## config.mk

```make
export PLATFORM = sky130hd
export DESIGN_NAME = adder_tree_pipe
export DESIGN_NICKNAME = d
export VERILOG_FILES = /design/src/rtl/adder_tree_pipe.sv
export SDC_FILE = /design/constraint.sdc
export NUM_CORES = 2
export LEC_CHECK = 0
export CAP_MARGIN = 20
export CORE_AREA = 2 2 357 359
export CTS_CLUSTER_DIAMETER = 30
export DETAILED_ROUTE_END_ITERATION = 6
export DIE_AREA = 0 0 359 361
export GPL_TIMING_DRIVEN = 0
export PLACE_DENSITY_LB_ADDON = 0.3
export SYNTH_ARGS = -nofsm -noshare
export SYNTH_HDL_FRONTEND = slang
export SYNTH_SLANG_ARGS = --single-unit
```

## constraint.sdc

```tcl
create_clock -name clk -period 46.4 [get_ports clk]
set_input_delay 9.28 -clock clk [delete_from_list [all_inputs] [get_ports clk]]
set_output_delay 9.28 -clock clk [all_outputs]
set_load 0.01 [all_outputs]
```

## src/rtl/adder_tree_pipe.sv

```systemverilog
// Masked, valid-tagged pipelined reduction tree with optional multi-beat accumulation
// and a saturating output stage feeding the pooling / non-linearity path.
module adder_tree_pipe #(
  parameter int unsigned N_IN    = 32,
  parameter int unsigned IN_W    = 16,
  parameter int unsigned OUT_W   = 16,
  parameter int unsigned ACC_EXT = 8
) (
  input  logic                 clk,
  input  logic                 rst,
  input  logic                 adder_enable,
  input  logic                 acc_mode,
  input  logic                 in_valid,
  input  logic                 in_last,
  input  logic [N_IN-1:0]      mac_enable,
  input  logic [N_IN*IN_W-1:0] output_mac_packed,
  output logic [OUT_W-1:0]     adder_tree_out,
  output logic                 out_valid,
  output logic                 out_sat,
  output logic                 busy
);

  localparam int unsigned LG     = $clog2(N_IN);
  localparam int unsigned TREE_W = IN_W + LG;
  localparam int unsigned ACC_W  = TREE_W + ACC_EXT;
  localparam int unsigned NODES  = N_IN - 1;

  typedef enum logic [0:0] {StIdle, StAccum} state_e;

  // Tree nodes stored flat: node j sums src[2j] and src[2j+1], where src is the
  // masked lanes followed by all non-root nodes, so each stage feeds the next.
  logic signed [TREE_W-1:0] lane_ext [N_IN];
  logic signed [TREE_W-1:0] src      [2*N_IN-2];
  logic signed [TREE_W-1:0] node_d   [NODES];
  logic signed [TREE_W-1:0] node_q   [NODES];

  logic [LG-1:0] vld_d, vld_q;
  logic [LG-1:0] last_d, last_q;
  logic [LG-1:0] mode_d, mode_q;

  state_e                  state_d, state_q;
  logic signed [ACC_W-1:0] acc_d, acc_q;
  logic signed [ACC_W-1:0] beat_sum;
  logic signed [ACC_W-1:0] emit_val;
  logic signed [ACC_W-1:0] emit_hi;
  logic                    emit;
  logic                    clip;
  logic [OUT_W-1:0]        out_d, out_q;
  logic                    out_valid_d, out_valid_q;
  logic                    out_sat_d, out_sat_q;

  always_comb begin
    for (int i = 0; i < N_IN; i++) begin
      lane_ext[i] = '0;
      if (mac_enable[i]) begin
        lane_ext[i] = TREE_W'($signed(output_mac_packed[i*IN_W +: IN_W]));
      end
    end
  end

  always_comb begin
    for (int i = 0; i < N_IN; i++) begin
      src[i] = lane_ext[i];
    end
    for (int i = 0; i < N_IN - 2; i++) begin
      src[N_IN + i] = node_q[i];
    end
    for (int j = 0; j < NODES; j++) begin
      node_d[j] = src[2*j] + src[2*j+1];
    end
  end

  always_comb begin
    vld_d[0]  = in_valid;
    last_d[0] = in_last;
    mode_d[0] = acc_mode;
    for (int k = 1; k < LG; k++) begin
      vld_d[k]  = vld_q[k-1];
      last_d[k] = last_q[k-1];
      mode_d[k] = mode_q[k-1];
    end
  end

  // Group FSM acts only on valid beats leaving the last tree stage.
  always_comb begin
    beat_sum = ACC_W'(node_q[NODES-1]);
    state_d  = state_q;
    acc_d    = acc_q;
    emit     = 1'b0;
    emit_val = beat_sum;
    if (vld_q[LG-1]) begin
      unique case (state_q)
        StIdle: begin
          if (mode_q[LG-1] && !last_q[LG-1]) begin
            acc_d   = beat_sum;
            state_d = StAccum;
          end else begin
            emit = 1'b1;
          end
        end
        StAccum: begin
          if (!mode_q[LG-1]) begin
            // A mode-0 beat aborts the open group and passes through on its own.
            acc_d   = '0;
            state_d = StIdle;
            emit    = 1'b1;
          end else if (!last_q[LG-1]) begin
            acc_d = acc_q + beat_sum;
          end else begin
            emit     = 1'b1;
            emit_val = acc_q + beat_sum;
            acc_d    = '0;
            state_d  = StIdle;
          end
        end
        default: state_d = StIdle;
      endcase
    end
  end

  // Value fits OUT_W only when every bit above the OUT_W sign bit matches it.
  always_comb begin
    emit_hi     = emit_val >>> (OUT_W - 1);
    clip        = (emit_hi != '0) && (emit_hi != '1);
    out_d       = out_q;
    out_sat_d   = out_sat_q;
    out_valid_d = emit;
    if (emit) begin
      out_sat_d = clip;
      if (!clip) begin
        out_d = emit_val[OUT_W-1:0];
      end else if (emit_val[ACC_W-1]) begin
        out_d = {1'b1, {(OUT_W-1){1'b0}}};
      end else begin
        out_d = {1'b0, {(OUT_W-1){1'b1}}};
      end
    end
  end

  always_ff @(posedge clk or posedge rst) begin
    if (rst) begin
      for (int j = 0; j < NODES; j++) begin
        node_q[j] <= '0;
      end
      vld_q       <= '0;
      last_q      <= '0;
      mode_q      <= '0;
      state_q     <= StIdle;
      acc_q       <= '0;
      out_q       <= '0;
      out_valid_q <= 1'b0;
      out_sat_q   <= 1'b0;
    end else if (adder_enable) begin
      for (int j = 0; j < NODES; j++) begin
        node_q[j] <= node_d[j];
      end
      vld_q       <= vld_d;
      last_q      <= last_d;
      mode_q      <= mode_d;
      state_q     <= state_d;
      acc_q       <= acc_d;
      out_q       <= out_d;
      out_valid_q <= out_valid_d;
      out_sat_q   <= out_sat_d;
    end
  end

  assign adder_tree_out = out_q;
  assign out_valid      = out_valid_q;
  assign out_sat        = out_sat_q;
  assign busy           = (|vld_q) | (state_q == StAccum);

endmodule

```

==> reports/results.tsv <==
stage	metric	value	unit
outcome	result of the run	finished clean	
global_route	number of global-route vias before repair	49917	
run	number of max-cap violations	0	
worst_hold_path	worst min path class	reg2reg	
pwr	switch share	0.3847	
timing	worst relative slew slack	0.1662	
global_route	initial antenna violation count	4	
logic_synthesis	leading post-synthesis cells by cell area	dfrtp_1 (32%), ha_1 (13%), mux2_2 (7.7%)	
clock_tree	clock-pin transition on the worst setup and hold timing paths	0.05	ns
logic_synthesis	mean instance size in the synthesized netlist	9.139	um^2
routing	TritonRoute pass-1 iters	6	
worst_setup_path	master of the slowest instance on the critical path	clkbuf_1	
pwr	Leakage Power	0.03218	uW
clock_tree	clock latency on the worst-skew pair	0.78	ns
place	HPWL reported at the end of detailed placement	140.1	mm
pwr	power density of the placed cells	61.22	nW/um^2
global_route	total overflow reported by the global router	0	
global_route	global-route wire length before repair	275.1	mm
logic_synthesis	yosys synthesis warning count	0	
pwr	net switching power figure	1677	uW
pwr	peak ir drop on the vdd network	0.03392	mV
global_route	global-route total usage across every layer	0.2688	
timing	minimum clock period	12.70	ns
place	Area after DPL	64670	um^2
place	buffers added on ports	567	
worst_setup_path	number of buffers and inverters on the critical path	8	
clock_tree	number of clock buffers inserted by TritonCTS	182	
worst_setup_path	internal reg-to-reg setup slack	42.35	ns
timing	count of endpoints failing hold in the final timing report	0	
logic_synthesis	EDFF count, synth	0	
logic_synthesis	sequential cell area fraction in the yosys report	0.3180	
timing	aggregate negative setup slack	0	ns
pwr	total power consumption of the routed design	4359	uW
logic_synthesis	FFs w/ async S/R, synth	1.000	
die	floorplan die area	129600	um^2
place	weighted congestion reported at the end of routability-driven placement	0.9086	
final_layout	total non-filler cell area in the finished layout	71210	um^2
die	I/O pin count	569	
routing	Final ANT Viol Nets	0	
global_route	maximum number of pins on one net before global-route repair	131	
worst_setup_path	CP peak stage delay	0.73	ns
logic_synthesis	fraction of post-synthesis cell area in the top cell type by area	0.3180	
worst_setup_path	worst setup path category	in2reg	
pwr	Clk pwr share	0.304	
clock_tree	post-cts gate resize count	0	
worst_setup_path	Critical Path, Cell by Cell	clkbuf_1, inv_1, clkbuf_1, buf_8, clkbuf_1, buf_1, buf_8, clkbuf_1, nand2_1, o31ai_1	
routing	routed vias	49742	
die	Starting Density	0.4480	
timing	Finish-stage setup viols	0	
logic_synthesis	synth unique cells	81	
die	core area	125400	um^2
worst_setup_path	kind of start point of the critical path	input pin	
final_layout	fraction of layout cells with a size suffix above 1	0.1226	
logic_synthesis	Mapped Nets	7314	
pwr	sequential cell fraction of total power	0.235	
logic_synthesis	flip-flop and latch count after synthesis	714	
timing	max-slew violation total from the final report	0	
timing	final worst clock skew	0.03692	ns
routing	drt drc	0	
timing	peak clock frequency supported by timing	78.75	MHz
clock_tree	Max H-tree Level	4	
worst_setup_path	arrival time of the worst setup path	13.35	ns
final_layout	Final nets	8105	
pwr	Internal Pwr Total	2682	uW
timing	hold_ws	0.4807	ns
routing	number of vias per cell after detailed routing	5.684	
routing	number of DRC markers in iteration 0	3553	
timing	setup repair after global routing missed its margin	no	
logic_synthesis	post-synthesis cell count	6148	
logic_synthesis	cell type with the highest aggregate area in the netlist	dfrtp_1	
worst_setup_path	critical path capture point type	flip-flop	
final_layout	Area Growth Syn to Fin	26.73	%
logic_synthesis	most common cell in the synthesized netlist	dfrtp_1	
worst_setup_path	most frequent cell on the critical path	clkbuf_1	
clock_tree	Post-CTS Setup Bufs	0	
worst_setup_path	critical path data required time	47.05	ns
pwr	Comb pwr share	0.461	
die	die span in x	359	um
die	row count	130	
logic_synthesis	cell area after synthesis	56190	um^2
timing	transition time at the pin with the least slew margin	1.251	ns
logic_synthesis	Post-synth top cells	dfrtp_1 (714), ha_1 (584), and2_1 (529), nand2_1 (400), a21oi_1 (392)	
final_layout	multi-input combinational cell area	36540	um^2
clock_tree	Post-CTS Hold Fix Bufs	0	
clock_tree	cell at the root of the clock tree	clkbuf_16	
routing	detailed-route wire length	178.2	mm
logic_synthesis	most used flip-flop cell after synthesis	dfrtp_1	
worst_setup_path	critical path's top delay family	buffers and inverters	
routing	WL per Instance	20.36	um
timing	crit share post-route	0.2737	
clock_tree	CTS Sinks	714	
clock_tree	number of buffers between clock root and the deepest sink	3	
final_layout	fillcell total	10944	
clock_tree	clock tree from TritonCTS	done	
die	vertical extent of the die	361	um
worst_setup_path	maximum fanout along the worst path	10	
final_layout	footprint of the flip-flops and latches	17870	um^2
==> stage by stage <==
stage               cells  worst slack [ns]  utilization
floorplan            6148             17.09            -
global placement     8365             8.744       0.5098
detailed placement   8404             33.12       0.5157
finish               8751             33.70       0.5678
global route         8749             33.60       0.5678
CTS                  8748             33.79       0.5677
==> flip-flops by register name (all words and copies together) (netlist names) <==
name	cells
mode_q	5
node_q	630
acc_q	29
beat_sum	21
adder_tree_out	16
state_q	1
out_valid	1
vld_q	5
out_sat	1
last_q	5
==> power by group through the flow <==
stage	logic, uW	clock network (uW)	registers (uW)
2_1_floorplan	1500	0	946
3_3_place_gp	1910	0	1020
3_5_place_dp	1960	0	1020
4_1_cts	1990	1340	1020
5_1_grt	2220	1370	1040
6_report	2010	1330	1020
==> path summary, 6_finish.rpt <==
path	startpoint	end	cells after the start
worst max-delay path	adder_enable	node_q[143]$_DFFE_PP0P_	10
worst min-delay path	mode_q[1]$_DFFE_PP0P_	mode_q[2]$_DFFE_PP0P_	1
worst max register to register	beat_sum[0]$_DFFE_PP0P_	adder_tree_out[7]$_DFFE_PP0P_	13
worst min register to register	mode_q[1]$_DFFE_PP0P_	mode_q[2]$_DFFE_PP0P_	1
max in group asynchronous	rst	node_q[549]$_DFFE_PP0P_	4
min in group asynchronous	rst	node_q[321]$_DFFE_PP0P_	2
==> layout make-up <==
class	count	area share
multi-input combinational	4966	0.5132
timing repair buffer	607	0.09002
inverter	294	0.01560
tap	1650	0.02899
buffer	174	0.009594
sequential	714	0.2509
clock buffer	221	0.06927
antenna	2	0.00007029
clock inverter	123	0.02232
==> layout by cell type, fill, tap and decap left out, drive strengths merged, types with 32 or more instances in the layout <==
master / netlist / final
a211oi: 45 / 45
nand3: 170 / 170
and2: 530 / 530
nor3: 218 / 218
fa: 32 / 32
dfrtp: 714 / 714
inv: 294 / 321
o21ai: 296 / 296
or3: 50 / 50
o21a: 79 / 79
or2: 40 / 40
nor2b: 66 / 66
buf: 19 / 59
and3: 112 / 112
a31oi: 68 / 68
xor2: 65 / 65
clkinv: 0 / 52
o21bai: 80 / 80
clkbuf: 155 / 376
ha: 584 / 584
a21oi: 395 / 395
mux2: 387 / 387
xnor2: 333 / 333
a21o: 145 / 145
nand2: 400 / 400
o31ai: 89 / 89
clkdlybuf4s50: 0 / 567
nor2: 357 / 357
==> kinds of logic (layout without fill, tap and decap cells) <==
group / count (synthesis) / after routing / share of synthesized area
AO/OA/AOI/OAI: 1515 / 1515 / 0.1806
XOR/XNOR: 398 / 398 / 0.06204
adder cells (fa/ha/maj): 616 / 616 / 0.1414
buffers and inverters: 468 / 1419 / 0.03162
flip-flops: 714 / 714 / 0.3180
multiplexers: 411 / 411 / 0.08184
other: 0 / 2 / 0
AND/OR/NAND/NOR: 2026 / 2026 / 0.1845
==> worst reg2reg max path: cells and delay by family (launching register included) <==
kind                     cells  cell delay [ns]
AO/OA/AOI/OAI                6             1.92
adder cells (fa/ha/maj)      2             0.66
buffers and inverters        2             0.33
flip-flops                   1             0.44
AND/OR/NAND/NOR              3             0.64
==> metal layers <==
layer	track usage	vias up	routed length [um]
met5	0	-	28
met4	0.09771	4	6192
met3	0.04322	299	10850
met2	0.4517	1497	83800
met1	0.3489	24061	77310
li1	-	23881	-
Power figures use the tool's default switching activity.
